===== config.mk =====
export PLATFORM = sky130hd
export DESIGN_NAME = coherence_unit
export DESIGN_NICKNAME = d
export VERILOG_FILES = /design/src/rtl/coherence_unit.sv
export SDC_FILE = /design/constraint.sdc
export NUM_CORES = 1
export LEC_CHECK = 0
export ABC_AREA = 1
export CAP_MARGIN = 10
export CORE_AREA = 2 2 308 310
export CTS_BUF_LIST = sky130_fd_sc_hd__clkbuf_8
export DETAILED_ROUTE_END_ITERATION = 10
export DIE_AREA = 0 0 310 312
export PLACE_DENSITY = 0.36
export SLEW_MARGIN = 20
export SYNTH_ARGS = -nofsm -noshare
export SYNTH_HDL_FRONTEND = slang
export SYNTH_SLANG_ARGS = --single-unit
export TNS_END_PERCENT = 5

===== constraint.sdc =====
create_clock -name clk_i -period 6.9 [get_ports clk_i]
set_input_delay 0.69 -clock clk_i [delete_from_list [all_inputs] [get_ports clk_i]]
set_output_delay 0.69 -clock clk_i [all_outputs]
set_load 0.01 [all_outputs]

===== src/rtl/coherence_unit.sv =====
`default_nettype none
// ============================================================================
// Module      : coherence_unit
// Description : Two-core snooping coherence controller; serialises L1 misses,
//               write-backs and upgrades through probe and memory phases.
// Revision    : 1.0 - initial release
// ============================================================================
module coherence_unit #(
    parameter int XLEN   = 32,
    parameter int CLSIZE = 128
) (
    input  logic                clk_i,
    input  logic                rst_i,
    input  logic [1:0]          L1_CU_strobe_i,
    input  logic [2*XLEN-1:0]   L1_CU_addr_i,
    input  logic [1:0]          L1_CU_rw_i,
    input  logic [1:0]          L1_CU_replacement_i,
    input  logic [1:0]          L1_CU_share_modify_i,
    input  logic [2*CLSIZE-1:0] L1_CU_data_i,
    input  logic [1:0]          L1_CU_response_ready_i,
    output logic [1:0]          CU_L1_probe_strobe_o,
    output logic [XLEN-1:0]     CU_L1_probe_addr_o,
    output logic                CU_L1_invalidate_o,
    output logic [CLSIZE-1:0]   CU_L1_data_o,
    output logic                CU_L1_make_exclusive_o,
    output logic [1:0]          CU_L1_response_ready_o,
    output logic                mem_strobe_o,
    output logic                mem_rw_o,
    output logic [XLEN-1:0]     mem_addr_o,
    output logic [CLSIZE-1:0]   mem_data_o,
    input  logic [CLSIZE-1:0]   mem_data_i,
    input  logic                mem_done_i
);

    typedef enum logic [2:0] {
        IDLE       = 3'd0,
        PROBE      = 3'd1,
        WAIT_PROBE = 3'd2,
        MEM_WR     = 3'd3,
        MEM_RD     = 3'd4,
        RESP       = 3'd5
    } state_t;

    state_t              r_state;
    logic                r_last;
    logic                r_g;
    logic [XLEN-1:0]     r_addr;
    logic                r_rfo;
    logic                r_upg;
    logic [CLSIZE-1:0]   r_line;
    logic [1:0]          r_probe_strobe;
    logic                r_invalidate;
    logic                r_make_excl;
    logic [1:0]          r_resp;
    logic                r_mem_strobe;
    logic                r_mem_rw;

    logic                w_grant;
    logic [XLEN-1:0]     w_req_addr;
    logic [CLSIZE-1:0]   w_req_data;
    logic                w_req_repl;
    logic                w_req_sm;
    logic                w_req_rw;
    logic                w_req_upg;
    logic                w_req_rfo;
    logic                w_reply;
    logic                w_reply_dirty;
    logic [CLSIZE-1:0]   w_reply_data;
    logic [1:0]          w_resp_onehot;

    // On a tie the core that did not win last time is granted.
    assign w_grant    = (&L1_CU_strobe_i) ? ~r_last : L1_CU_strobe_i[1];
    assign w_req_addr = w_grant ? L1_CU_addr_i[2*XLEN-1:XLEN] : L1_CU_addr_i[XLEN-1:0];
    assign w_req_data = w_grant ? L1_CU_data_i[2*CLSIZE-1:CLSIZE] : L1_CU_data_i[CLSIZE-1:0];
    assign w_req_repl = w_grant ? L1_CU_replacement_i[1]  : L1_CU_replacement_i[0];
    assign w_req_sm   = w_grant ? L1_CU_share_modify_i[1] : L1_CU_share_modify_i[0];
    assign w_req_rw   = w_grant ? L1_CU_rw_i[1]           : L1_CU_rw_i[0];
    assign w_req_upg  = ~w_req_repl & w_req_sm;
    assign w_req_rfo  = ~w_req_repl & ~w_req_sm & w_req_rw;

    // The probed core is always the one opposite the requester.
    assign w_reply       = r_g ? L1_CU_response_ready_i[0] : L1_CU_response_ready_i[1];
    assign w_reply_dirty = r_g ? L1_CU_share_modify_i[0]   : L1_CU_share_modify_i[1];
    assign w_reply_data  = r_g ? L1_CU_data_i[CLSIZE-1:0]  : L1_CU_data_i[2*CLSIZE-1:CLSIZE];
    assign w_resp_onehot = r_g ? 2'b10 : 2'b01;

    always_ff @(posedge clk_i or posedge rst_i) begin
        if (rst_i) begin
            r_state        <= IDLE;
            r_last         <= 1'b1;
            r_g            <= 1'b0;
            r_addr         <= '0;
            r_rfo          <= 1'b0;
            r_upg          <= 1'b0;
            r_line         <= '0;
            r_probe_strobe <= 2'b00;
            r_invalidate   <= 1'b0;
            r_make_excl    <= 1'b0;
            r_resp         <= 2'b00;
            r_mem_strobe   <= 1'b0;
            r_mem_rw       <= 1'b0;
        end else begin
            r_probe_strobe <= 2'b00;
            r_invalidate   <= 1'b0;
            r_make_excl    <= 1'b0;
            r_resp         <= 2'b00;
            case (r_state)
                IDLE: begin
                    if (|L1_CU_strobe_i) begin
                        r_g    <= w_grant;
                        r_last <= w_grant;
                        r_addr <= w_req_addr;
                        r_line <= w_req_data;
                        r_rfo  <= w_req_rfo;
                        r_upg  <= w_req_upg;
                        if (w_req_repl) begin
                            r_state      <= MEM_WR;
                            r_mem_strobe <= 1'b1;
                            r_mem_rw     <= 1'b1;
                        end else begin
                            r_state        <= PROBE;
                            r_probe_strobe <= w_grant ? 2'b01 : 2'b10;
                            r_invalidate   <= w_req_rfo | w_req_upg;
                        end
                    end
                end
                PROBE: r_state <= WAIT_PROBE;
                WAIT_PROBE: begin
                    if (w_reply) begin
                        r_line <= w_reply_data;
                        if (r_upg || (w_reply_dirty && r_rfo)) begin
                            r_state     <= RESP;
                            r_resp      <= w_resp_onehot;
                            r_make_excl <= 1'b1;
                        end else if (w_reply_dirty) begin
                            // Dirty data supplied to a reader must reach memory first.
                            r_state      <= MEM_WR;
                            r_mem_strobe <= 1'b1;
                            r_mem_rw     <= 1'b1;
                        end else begin
                            r_state      <= MEM_RD;
                            r_mem_strobe <= 1'b1;
                            r_mem_rw     <= 1'b0;
                        end
                    end
                end
                MEM_WR, MEM_RD: begin
                    if (mem_done_i) begin
                        if (r_state == MEM_RD) begin
                            r_line <= mem_data_i;
                        end
                        r_mem_strobe <= 1'b0;
                        r_mem_rw     <= 1'b0;
                        r_state      <= RESP;
                        r_resp       <= w_resp_onehot;
                        r_make_excl  <= r_rfo | r_upg;
                    end
                end
                RESP:    r_state <= IDLE;
                default: r_state <= IDLE;
            endcase
        end
    end

    assign CU_L1_probe_strobe_o   = r_probe_strobe;
    assign CU_L1_probe_addr_o     = r_addr;
    assign CU_L1_invalidate_o     = r_invalidate;
    assign CU_L1_data_o           = r_line;
    assign CU_L1_make_exclusive_o = r_make_excl;
    assign CU_L1_response_ready_o = r_resp;
    assign mem_strobe_o           = r_mem_strobe;
    assign mem_rw_o               = r_mem_rw;
    assign mem_addr_o             = r_addr;
    assign mem_data_o             = r_line;

endmodule
`default_nettype wire


==> metrics, run 1 <==
outcome completed; layout cells sized above 1 0.0241; Ports 789; Final WS setup 3.82 ns; DRT Wirelength 73700 um; Layout Nets 3230; Max IR drop VDD 302 uV; die width 310 um; Core Region 93000 um^2; buffer depth of the longest clock path 2; Clk network pwr share 0.097; placed inst area 21400 um^2; Syn Area/Cell 6.05 um^2; TNS Setup 0 ns; CTS tree done; most common cell after layout, fill and taps aside nand2_1; WP data required 7.42 ns; Fmax 0.325 GHz; hold_buf cts 0; postcts setup bufs 0; wl on met1 29900 um; CP Max Fanout 55; final non-filler cell total 4038; final setup fails 0; sequential share of the synthesized area 0.322; switching pwr 4.43 mW; Least-Margin Pin Slew 0.992 ns; Combinational Power Share 0.662; vias 15800; RSZ-0062 raised after global routing false; area grow syn2layout 60.6%; fin area 21800 um^2; crit path time final 3.08 ns; initial antenna violation count 17; worst hold margin 0.501 ns; GRT overflow 0; count of buffers from port buffering 788; first-pass GRT wire length 106000 um; dpl cells 4004; final period utilization 0.446; yosys warns 0; DR WL/cell 18.3 um; global-route usage over all layers 0.148; starting density of the core 0.146; Sequential Power Share 0.241; wire length on met2 37900 um; Tot Pwr 8.88 mW; Critical Path Source Type flop; clock tree sinks 175; routed wl met3 5120 um; Root Buffer clkbuf_8; clk_lat worst skew 0.58 ns; Final Util 0.234; CP arrival 3.59 ns; Placement Setup Slack 3.16 ns; Hold WC Path Type reg2reg; Iter 0 DRT Violations 894; num rows 112; Worst-path clk slew 0.14 ns; most frequent cells in the layout nand2_1, clkdlybuf4s50_1, o21ai_0; highest metal layer with signal wires met5; Worst setup EP type flop; vias in the first global route 15200; Layout Skew 0.0251 ns; Pre-antenna DRT Iters 5; Net Sw Frac 0.499; final hold violation count 0; Die Ht 312 um; internal cell power 4.44 mW; Leak 9.71 nW; max-cap violation count 0; # H-tree levels 4; Placer Congestion 0.768; net count after synthesis 2709; post_cts resized 0; Yosys reg bits 175; PD cells 407 nW/um^2; via/cell ratio 3.90; critical path class reg2reg; mapped cell area 13600 um^2; largest net degree at the start of global routing 133; headroom to the max-slew limit 0.338; Cell variety after synth 21; Num CTS Buffers 17; DP HPWL 53500 um; DRT antenna net count 0; die area 96700 um^2; Synth Instances 2248; # DRC 0; max-slew violations 0
[critical path: stages, from the launching register on]
cell,delay (ns)
dfrtp_4,0.80
inv_2,0.14
nand2_1,0.09
nand2_1,0.08
nand2_1,0.14
nand3_1,0.13
nor2_4,0.12
buf_4,0.54
buf_4,0.69
nand2_1,0.13
nand2_1,0.08
[power by group through the flow]
stage               Clock, mW  Combinational [mW]  Sequential (mW)
floorplan                   0                3.44             2.08
global placement            0                6.05             2.20
detailed placement          0                6.03             2.19
CTS                     0.919                6.06             2.18
global route            0.939                6.57             2.22
finish                  0.858                5.88             2.14
[cells by family (layout without fill, tap and decap cells)]
family / count (synthesis) / after routing / synth area share
other: 0 / 2 / 0
and+or+nand+nor: 1251 / 1251 / 0.361
buffers and inverters: 451 / 985 / 0.180
DFF: 175 / 175 / 0.322
AOI/OAI and AO/OA: 371 / 371 / 0.137
[cell usage after synthesis]
cell type | instances | area (um^2)
nand2_1 | 1063 | 3990
o21ai_0 | 356 | 1780
buf_4 | 175 | 1310
dfrtp_1 | 174 | 4350
inv_1 | 142 | 533
nand3_1 | 142 | 711
buf_2 | 72 | 360
clkbuf_1 | 55 | 206
nor2_1 | 39 | 146
o21ai_1 | 9 | 45.0
inv_2 | 6 | 22.5
a21oi_1 | 4 | 20.0
o22ai_1 | 2 | 12.5
or2_2 | 2 | 12.5
buf_6 | 1 | 11.3
dfstp_2 | 1 | 26.3
nand3_2 | 1 | 10.0
nand4_1 | 1 | 6.26
nor2_2 | 1 | 6.26
nor3_1 | 1 | 5.00
nor3_4 | 1 | 16.3
[worst paths after layout]
check | to | cells past startpoint | slack (ns) | start
worst max-delay path | CU_L1_data_o[93] | 10 | 3.82 | r_g
worst min-delay path | mem_rw_o | 2 | 0.50 | mem_rw_o
worst max register to register | CU_L1_data_o[93] | 10 | 3.82 | r_g
worst min register to register | mem_rw_o | 2 | 0.50 | mem_rw_o
max in group asynchronous | CU_L1_data_o[43] | 3 | 5.24 | rst_i
min in group asynchronous | CU_L1_probe_addr_o[8] | 2 | 0.57 | rst_i
[metal layers]
layer | global-route usage | vias up
li1 | - | 7904
met1 | 0.174 | 7254
met2 | 0.269 | 512
met3 | 0.0422 | 55
met4 | 0.0242 | 30
met5 | 0 | -
[state kept, by name, summed over array words and instances, names as in the netlist, 2 cells and up]
name and count:
r_state 3, CU_L1_response_ready_o 2, CU_L1_data_o 128, CU_L1_probe_addr_o 32, CU_L1_probe_strobe_o 2
[layout make-up]
cell class                 instances  area, um^2
antenna                            2        5.00
tap                             1254        1570
multi-input combinational       1622        6800
clock inverter                    15         188
timing repair buffer             805        8080
inverter                         148         566
clock buffer                      17         234
sequential                       175        4380
fill                           10600       71200
Note: power is estimated with default switching activity, not from simulation.
==> inputs of run 2 (changes only) <==
- CORE_AREA: 2 2 308 310 -> 2 2 306 308
- DIE_AREA: 0 0 310 312 -> 0 0 308 310
- PLACE_DENSITY: 0.36 -> 0.38
- clock period: 6.9 -> 2.8 ns (I/O delays scaled with it)
==> run 2 against run 1 <==
  * Total power rose to 2.5 times the previous value
  * Global-route usage down 0.28 points
  * Via count down 0.36%
  * Critical path type unchanged
  * Count of clock-buffer cells in the layout unchanged
  * Sequential share of layout area down 0.26 points
  * Final area up 1.3%
  * Clock power rose to 2.5 times the previous value
  * Die area down 1.3%
  * Worst setup slack worse by 3.3 ns
  * Sequential cell count unchanged
  * First-iteration DRC count down 8.9%
==> metrics, run 2 (synthesized netlist as in run 1, its figures left out) <==
outcome completed; buffer depth of the longest clock path 2; CP Max Fanout 33; max reg flops 128; die area 95500 um^2; clock tree sinks 175; r2r endpoint CU_L1_probe_addr_o[8]; Num CTS Buffers 17; post_cts resized 0; global-route usage over all layers 0.146; Worst setup EP type flop; GRT overflow 0; CTS tree done; vias 15700; WP data required 3.27 ns; final setup fails 0; WHS Path Cells 3; Core Region 92500 um^2; Layout Nets 3249; CP arrival 2.75 ns; Worst Setup SP r_last; PD cells 1010 nW/um^2; DP HPWL 53800 um; DRT antenna net count 0; Fmax 0.438 GHz; most common cell after layout, fill and taps aside nand2_1; clk_lat worst skew 0.58 ns; Layout Skew 0.0229 ns; Worst-path clk slew 0.14 ns; Pre-antenna DRT Iters 5; final hold violation count 0; area grow syn2layout 62.7%; Max IR drop VDD 738 uV; R2R depth 5; headroom to the max-slew limit 0.330; Least-Margin Pin Slew 0.998 ns; DR WL/cell 18.0 um; Placer Congestion 0.792; max-cap violation count 0; layout cells sized above 1 0.0303; RSZ-0062 raised after global routing false; Iter 0 DRT Violations 814; vias in the first global route 15500; first-pass GRT wire length 104000 um; final period utilization 0.815; # H-tree levels 4; critical path class reg2reg; # DRC 0; initial antenna violation count 9; Final Util 0.239; Hold WC Path Type in2reg; DRT Wirelength 72000 um; TNS Setup 0 ns; Die Ht 310 um; Leak 9.86 nW; Tot Pwr 22.4 mW; Root Buffer clkbuf_8; largest net degree at the start of global routing 139; Ports 789; via/cell ratio 3.92; starting density of the core 0.147; Worst Setup EP CU_L1_probe_addr_o[8]; Critical Path Source Type flop; max-slew violations 0; register-to-register setup slack 0.52 ns; num rows 112; die width 308 um; count of buffers from port buffering 788; RR Startpoint r_last; most frequent cells in the layout nand2_1, clkdlybuf4s50_1, o21ai_0; crit path time final 2.28 ns
## run 2: where the power goes
part / internal, mW / switching, mW
logic: 6.82 / 8.26
registers: 3.78 / 1.42
clock network: 0.855 / 1.29
## run 2: worst min path at each step
stage	startpoint	end	slack (ns)
floorplan	mem_done_i	CU_L1_make_exclusive_o	0.43
global placement	mem_strobe_o	mem_strobe_o	0.48
detailed placement	mem_strobe_o	mem_strobe_o	0.48
CTS	L1_CU_addr_i[51]	CU_L1_probe_addr_o[19]	0.22
global route	L1_CU_addr_i[47]	CU_L1_probe_addr_o[15]	0.26
finish	L1_CU_addr_i[51]	CU_L1_probe_addr_o[19]	0.29
## run 2: routing by layer
metal / vias to the layer above / GRT usage / wire length, um
met2: 477 / 0.264 / 37000
li1: 7943 / - / -
met4: 12 / 0.0267 / 539
met5: - / 0 / 92
met1: 7230 / 0.173 / 29700
met3: 36 / 0.0394 / 4650
## run 2: timing repair
item | CTS | global route
hold endpoints to repair | 3 | 0
hold buffers | 1 | 0
setup buffers | 0 | 0
## run 2: through the flow
stage | hold WS, ns | instances | cell area [um^2] | worst slack [ns]
global placement | 0.485 | 3965 | 21600 | 0.534
detailed placement | 0.480 | 3965 | 21600 | 0.519
global route | 0.256 | 4001 | 22100 | 0.248
CTS | 0.221 | 3998 | 22100 | 0.625
finish | 0.294 | 4001 | 22100 | 0.517
floorplan | 0.425 | 2248 | 13600 | 0.282
## run 2: critical path, cell delays in order (launching register included)
cell and delay [ns]:
dfstp_2 0.57, nand2_1 0.10, nand2_4 0.13, clkinv_1 0.79
o21ai_0 0.48, o21ai_0 0.12
## run 2: final cells by class
| type | count | area, um^2 |
|---|---|---|
| clock buffers | 17 | 234 |
| clock inverters | 15 | 219 |
| inverters | 148 | 562 |
| multi-input cells | 1622 | 6790 |
| flip-flops and latches | 175 | 4380 |
| repair buffers | 824 | 8410 |
| well taps | 1197 | 1500 |
| fillers | 10400 | 70400 |
| diodes | 3 | 7.51 |
